<file path="config.mk">
export PLATFORM = sky130hd
export DESIGN_NAME = seg7_decode
export DESIGN_NICKNAME = d
export VERILOG_FILES = /design/src/rtl/seg7_rx_checker_pkg.sv /design/src/rtl/seg7_rx_checker_decode.sv
export SDC_FILE = /design/constraint.sdc
export NUM_CORES = 1
export LEC_CHECK = 0
export CAP_MARGIN = 25
export CORE_AREA = 2 2 42 44
export DETAILED_ROUTE_END_ITERATION = 16
export DIE_AREA = 0 0 44 46
export PLACE_DENSITY_LB_ADDON = 0.12
export SYNTH_ARGS = -nofsm -noshare
export SYNTH_HDL_FRONTEND = slang
export SYNTH_SLANG_ARGS = --single-unit
export TNS_END_PERCENT = 30
</file>
<file path="constraint.sdc">
create_clock -name vclk -period 2.62
set_input_delay 0.393 -clock vclk [all_inputs]
set_output_delay 0.393 -clock vclk [all_outputs]
set_load 0.02 [all_outputs]
</file>
<file path="src/rtl/seg7_rx_checker_pkg.sv">
// ---------------------------------------------------------------------------
// seg7_rx_checker_pkg
//   Shared definitions for the 7-segment link: the segment code for each hex
//   digit (bit0 = a .. bit6 = g, active-high), the blank code, and the
//   receive-checker state type. The transmit-side encoder uses the same codes,
//   so both ends of the loopback agree on one table.
// ---------------------------------------------------------------------------
package seg7_rx_checker_pkg;

  localparam logic [6:0] SEG_0     = 7'h3F;
  localparam logic [6:0] SEG_1     = 7'h06;
  localparam logic [6:0] SEG_2     = 7'h5B;
  localparam logic [6:0] SEG_3     = 7'h4F;
  localparam logic [6:0] SEG_4     = 7'h66;
  localparam logic [6:0] SEG_5     = 7'h6D;
  localparam logic [6:0] SEG_6     = 7'h7D;
  localparam logic [6:0] SEG_7     = 7'h07;
  localparam logic [6:0] SEG_8     = 7'h7F;
  localparam logic [6:0] SEG_9     = 7'h6F;
  localparam logic [6:0] SEG_A     = 7'h77;
  localparam logic [6:0] SEG_B     = 7'h7C;
  localparam logic [6:0] SEG_C     = 7'h39;
  localparam logic [6:0] SEG_D     = 7'h5E;
  localparam logic [6:0] SEG_E     = 7'h79;
  localparam logic [6:0] SEG_F     = 7'h71;
  localparam logic [6:0] SEG_BLANK = 7'h00;

  // S_EMPTY: no reference digit held; S_LOCKED: last accepted digit is the
  // reference for the next +1 check.
  typedef enum logic {
    S_EMPTY  = 1'b0,
    S_LOCKED = 1'b1
  } rx_state_e;

endpackage

</file>
<file path="src/rtl/seg7_rx_checker_decode.sv">
// ---------------------------------------------------------------------------
// seg7_decode
//   Combinational decoder from a 7-bit segment pattern back to a hex digit.
//   Ports:
//     pattern   in  7  segment pattern (bit0 = a .. bit6 = g)
//     is_valid  out 1  pattern is one of the 16 digit codes
//     is_blank  out 1  pattern is all segments off
//     digit     out 4  decoded digit (0 when not valid)
// ---------------------------------------------------------------------------
module seg7_decode
  import seg7_rx_checker_pkg::*;
(
  input  logic [6:0] pattern,
  output logic       is_valid,
  output logic       is_blank,
  output logic [3:0] digit
);

  always_comb begin
    is_valid = 1'b1;
    is_blank = 1'b0;
    digit    = 4'h0;
    case (pattern)
      SEG_0:     digit = 4'h0;
      SEG_1:     digit = 4'h1;
      SEG_2:     digit = 4'h2;
      SEG_3:     digit = 4'h3;
      SEG_4:     digit = 4'h4;
      SEG_5:     digit = 4'h5;
      SEG_6:     digit = 4'h6;
      SEG_7:     digit = 4'h7;
      SEG_8:     digit = 4'h8;
      SEG_9:     digit = 4'h9;
      SEG_A:     digit = 4'hA;
      SEG_B:     digit = 4'hB;
      SEG_C:     digit = 4'hC;
      SEG_D:     digit = 4'hD;
      SEG_E:     digit = 4'hE;
      SEG_F:     digit = 4'hF;
      SEG_BLANK: begin
        is_valid = 1'b0;
        is_blank = 1'b1;
      end
      default:   is_valid = 1'b0;
    endcase
  end

endmodule

</file>
# Word level (Yosys, flattened, before mapping)

Cells that the tools add are included.

Memory bits (read-only): 0
Memories: 0
Logic and storage cells: 21
Bits in registers: 0
Bits in latches: 0
Bits in writable memories: 0

Multipliers: 0
Bitwise logic cells: 0
Div/mod/pow operators: 0
$add $sub $neg: 0
Equality and inequality tests: 16
Muxes and demuxes: 3
Shift operators: 0
Order comparisons: 0
Reductions and logical operators: 2

Operators with widths:

| operator             | number |
|---|---|
| $eq A7 B7 Y1 const B | 12 |
| $pmux W4 S15         | 1 |
| $reduce_or A16 Y1    | 1 |
| $eq A7 B3 Y1 const B | 2 |
| $eq A7 B6 Y1 const B | 2 |
| $logic_not A7 Y1     | 1 |
| $mux W1              | 2 |

# Longest topological paths before layout

Depth in word-level cells: 3
Depth in mapped cells: 5

# Worst setup path after synthesis

Ideal clock, no wire load.

Path kind: input to output
Start: input port pattern[5]
End: output port digit[0]
Data required time: 2,227 ps
Buffers on the path: 1
Stages: 4
Arrival time: 1,451 ps
Path slack: 776 ps
Cell sequence: buf_6 or3_1 o22a_1 o22ai_1

Longest elaborated chain between the ends: 2
Elaborated cells on any way between the ends: 16
Classes of those cells: eq/ne: 15; mux: 1

Ends and longest elaborated chain:

| what                                 | RTL line                     | source |
|---|---|---|
| start: declaration                   | seg7_rx_checker_decode.sv:13 | `input logic [6:0] pattern,` |
| $eq A7 B7 Y1 (tied with other cells) | seg7_rx_checker_decode.sv:23 | `case (pattern)` |
| $pmux W4 S15 *                       | seg7_rx_checker_decode.sv:23 |  |
| end: declaration                     | seg7_rx_checker_decode.sv:16 | `output logic [3:0] digit` |

Mark *: on every way between the ends. The rest lies on a longest branch, timed or not.

# Worst setup path after layout

Start: input port pattern[5]
End: output port is_valid

Longest elaborated chain between the ends: 3
Elaborated cells on any way between the ends: 18
Classes of those cells: eq/ne: 16; mux: 1; reduce/logical: 1

Ends and longest elaborated chain:

| what                                 | RTL line                     | source |
|---|---|---|
| $eq A7 B7 Y1 (tied with other cells) | seg7_rx_checker_decode.sv:23 |  |
| $reduce_or A16 Y1 (no source line) * | --                           |  |
| $mux W1 *                            | seg7_rx_checker_decode.sv:23 |  |
| end: declaration                     | seg7_rx_checker_decode.sv:14 | `output logic is_valid,` |

Marked as above.

==> flow_summary.toml <==
[cells_and_area]
nets = 89
area_growth_pct = 66.55
diodes = 0
final_common_cell = "buf_4"
final_cell_mix = "buf_4 (20), dlygate4sd2_1 (9), clkdlybuf4s50_1 (4)"
nClkBuffers = 0
regArea_um2 = 0
numSequentialCells = 0
drive_above_1_share_pct = 27.50

[global_routing]
grt_max_degree = 10
globalRouteOverflowTotal = 0
grt_use_total_pct = 13.34
grt_pass1_vias = 472
antenna_found_initial = 0
grt_pass1_wl_mm = 2.132

[routing]
antenna_left = 0
dr.first_iter.drc_count = 20
drt_first_pass_iters = 4
routed_wirelength_mm = 1.242
vias = 520
wl_per_cell_um = 12.80
drc = 0
routed_via_density = 5.361

[placed_design]
routabilityCongestion = 0.7879
dpl.hpwl_um = 991.7
port-buffer-count = 13
pre_cts_slack_ns = -0.2167

[critical_path]
path_buf_inv = 3
crit_fanout = 3
cp_top_family = "buffers and inverters"
critPathKind = "input port to output port"
crit_required_ns = 2.23
crit_slowest_cell = "clkdlybuf4s50_1"
path_cells = "clkdlybuf4s50_1, buf_4, and4b_1, a22o_1, a311oi_2, nand4_1, dlygate4sd2_1"
cp_data_arrival_time_ns = 2.11
setup.worst_path.end_class = "output port"
cp-startpoint = "pattern[5]"
setup.worst_path.start_class = "input port"
cpPeakStageDelay_ns = 0.44

[timing]
layout_min_cycle_time_ns = 2.501
drv_slew = 0
fin_ws_ns = 0.1191
rsz0062_at_grt = "no"
relSlewSlack_pct = 79.70
fmax_mhz = 399.9
finalSetupViolCount = 0
worst_pin_slew_ns = 0.3044
fin_crit_sh_pct = 95.46
finalHoldViolCount = 0

[pwr]
p_int_uw = 42.33
power.net_switching_uw = 40.07
power_density_nw_per_um2 = 133.6
pwr-share-comb_pct = 100.0
seqPwrFrac_pct = 0
pwr-share-clk_pct = 0
power.total_uw = 82.40
swShare_pct = 48.62
vdd_drop_max_v = 0.00005317
leakage_uw = 0.0002648

[floorplanning]
rows = 15
die_w_um = 44
fp.dieArea_um2 = 2024
start_util_pct = 22.95
core_um2 = 1614
ioPinCount = 13
die_y_um = 46

[yosys]
syn_area_per_cell_um2 = 6.858
syn_nets = 61
synth_area_leaders = "buf_6 (6.1%), nor3b_1 (6.1%), o211ai_1 (6.1%)"
synth_top_area_cell = "buf_6"
ys.warnings.count = 0
synthCells = 54
synth_top_area_share_pct = 6.081
synth_cell_types = 34
ys_seq_area_share_pct = 0
synth_area_um2 = 370.4

[outcome]
outcome = "finished clean"

[min_path]
worstHoldStart = "pattern[0]"
min_path_type = "input port to output port"

[run]
drv_cap = 0

[clock_tree]
cts_setup_buffers = 0
-- cell type report --
cell class | instances | area [um2]
fillers | 195 | 997.2
well taps | 17 | 21.27
repair buffers | 33 | 269.0
multi-input cells | 45 | 319.1
inverters | 2 | 7.507
-- per-layer routing --
layer	global-route usage [%]	share of wire, %	up-vias
met2	22.65	49	10
met1	20.00	47	242
met3	0	3.3	0
met5	0	0	-
li1	-	-	268
met4	0	0	0
-- power groups by stage --
stage	registers (uW)	clock network, uW	logic, uW
after floorplan	0	0	42.1
after global placement	0	0	86.5
after detailed placement	0	0	85.8
after CTS	0	0	81.7
after global routing	0	0	90.1
final	0	0	82.4
-- stage by stage --
step	instance area, um2	utilization (%)	hold WS [ns]	cells	setup TNS [ns]
finish	616.8	38.22	1.622	97	0
global placement	621.8	38.53	2.037	97	-0.9806
global route	616.8	38.22	1.723	97	0
detailed placement	621.8	38.53	2.041	97	-0.8914
CTS	610.6	37.83	1.627	97	0
floorplan	370.4	-	1.004	54	0
-- worst paths after layout --
path	end	cells past startpoint	slack (ns)
max	is_valid	7	0.12
min	digit[1]	4	1.62
-- kinds of logic after synthesis --
group | share of synthesized area, %
AO/OA/AOI/OAI | 35.47
buffers and inverters | 15.54
AND/OR/NAND/NOR | 46.63
XOR/XNOR | 2.365
-- synthesized netlist by cell type (2+ instances only) --
library cell	instances
nand3_1	3
or3b_1	2
a21oi_1	3
nand2_1	3
nor3b_1	3
inv_1	2
buf_2	4
a31oi_1	2
nor4b_1	2
buf_6	2
o211ai_1	3
o2111ai_1	2
nor3_1	2
-- timing repair --
action | 4_1_cts | 5_1_grt
gates resized for setup | 9 | 1
hold buffers | 0 | 0
hold endpoints to repair | 0 | 0
pin swaps | 0 | 1
setup endpoints to repair | 6 | 2
(Power assumes the default switching activity.)
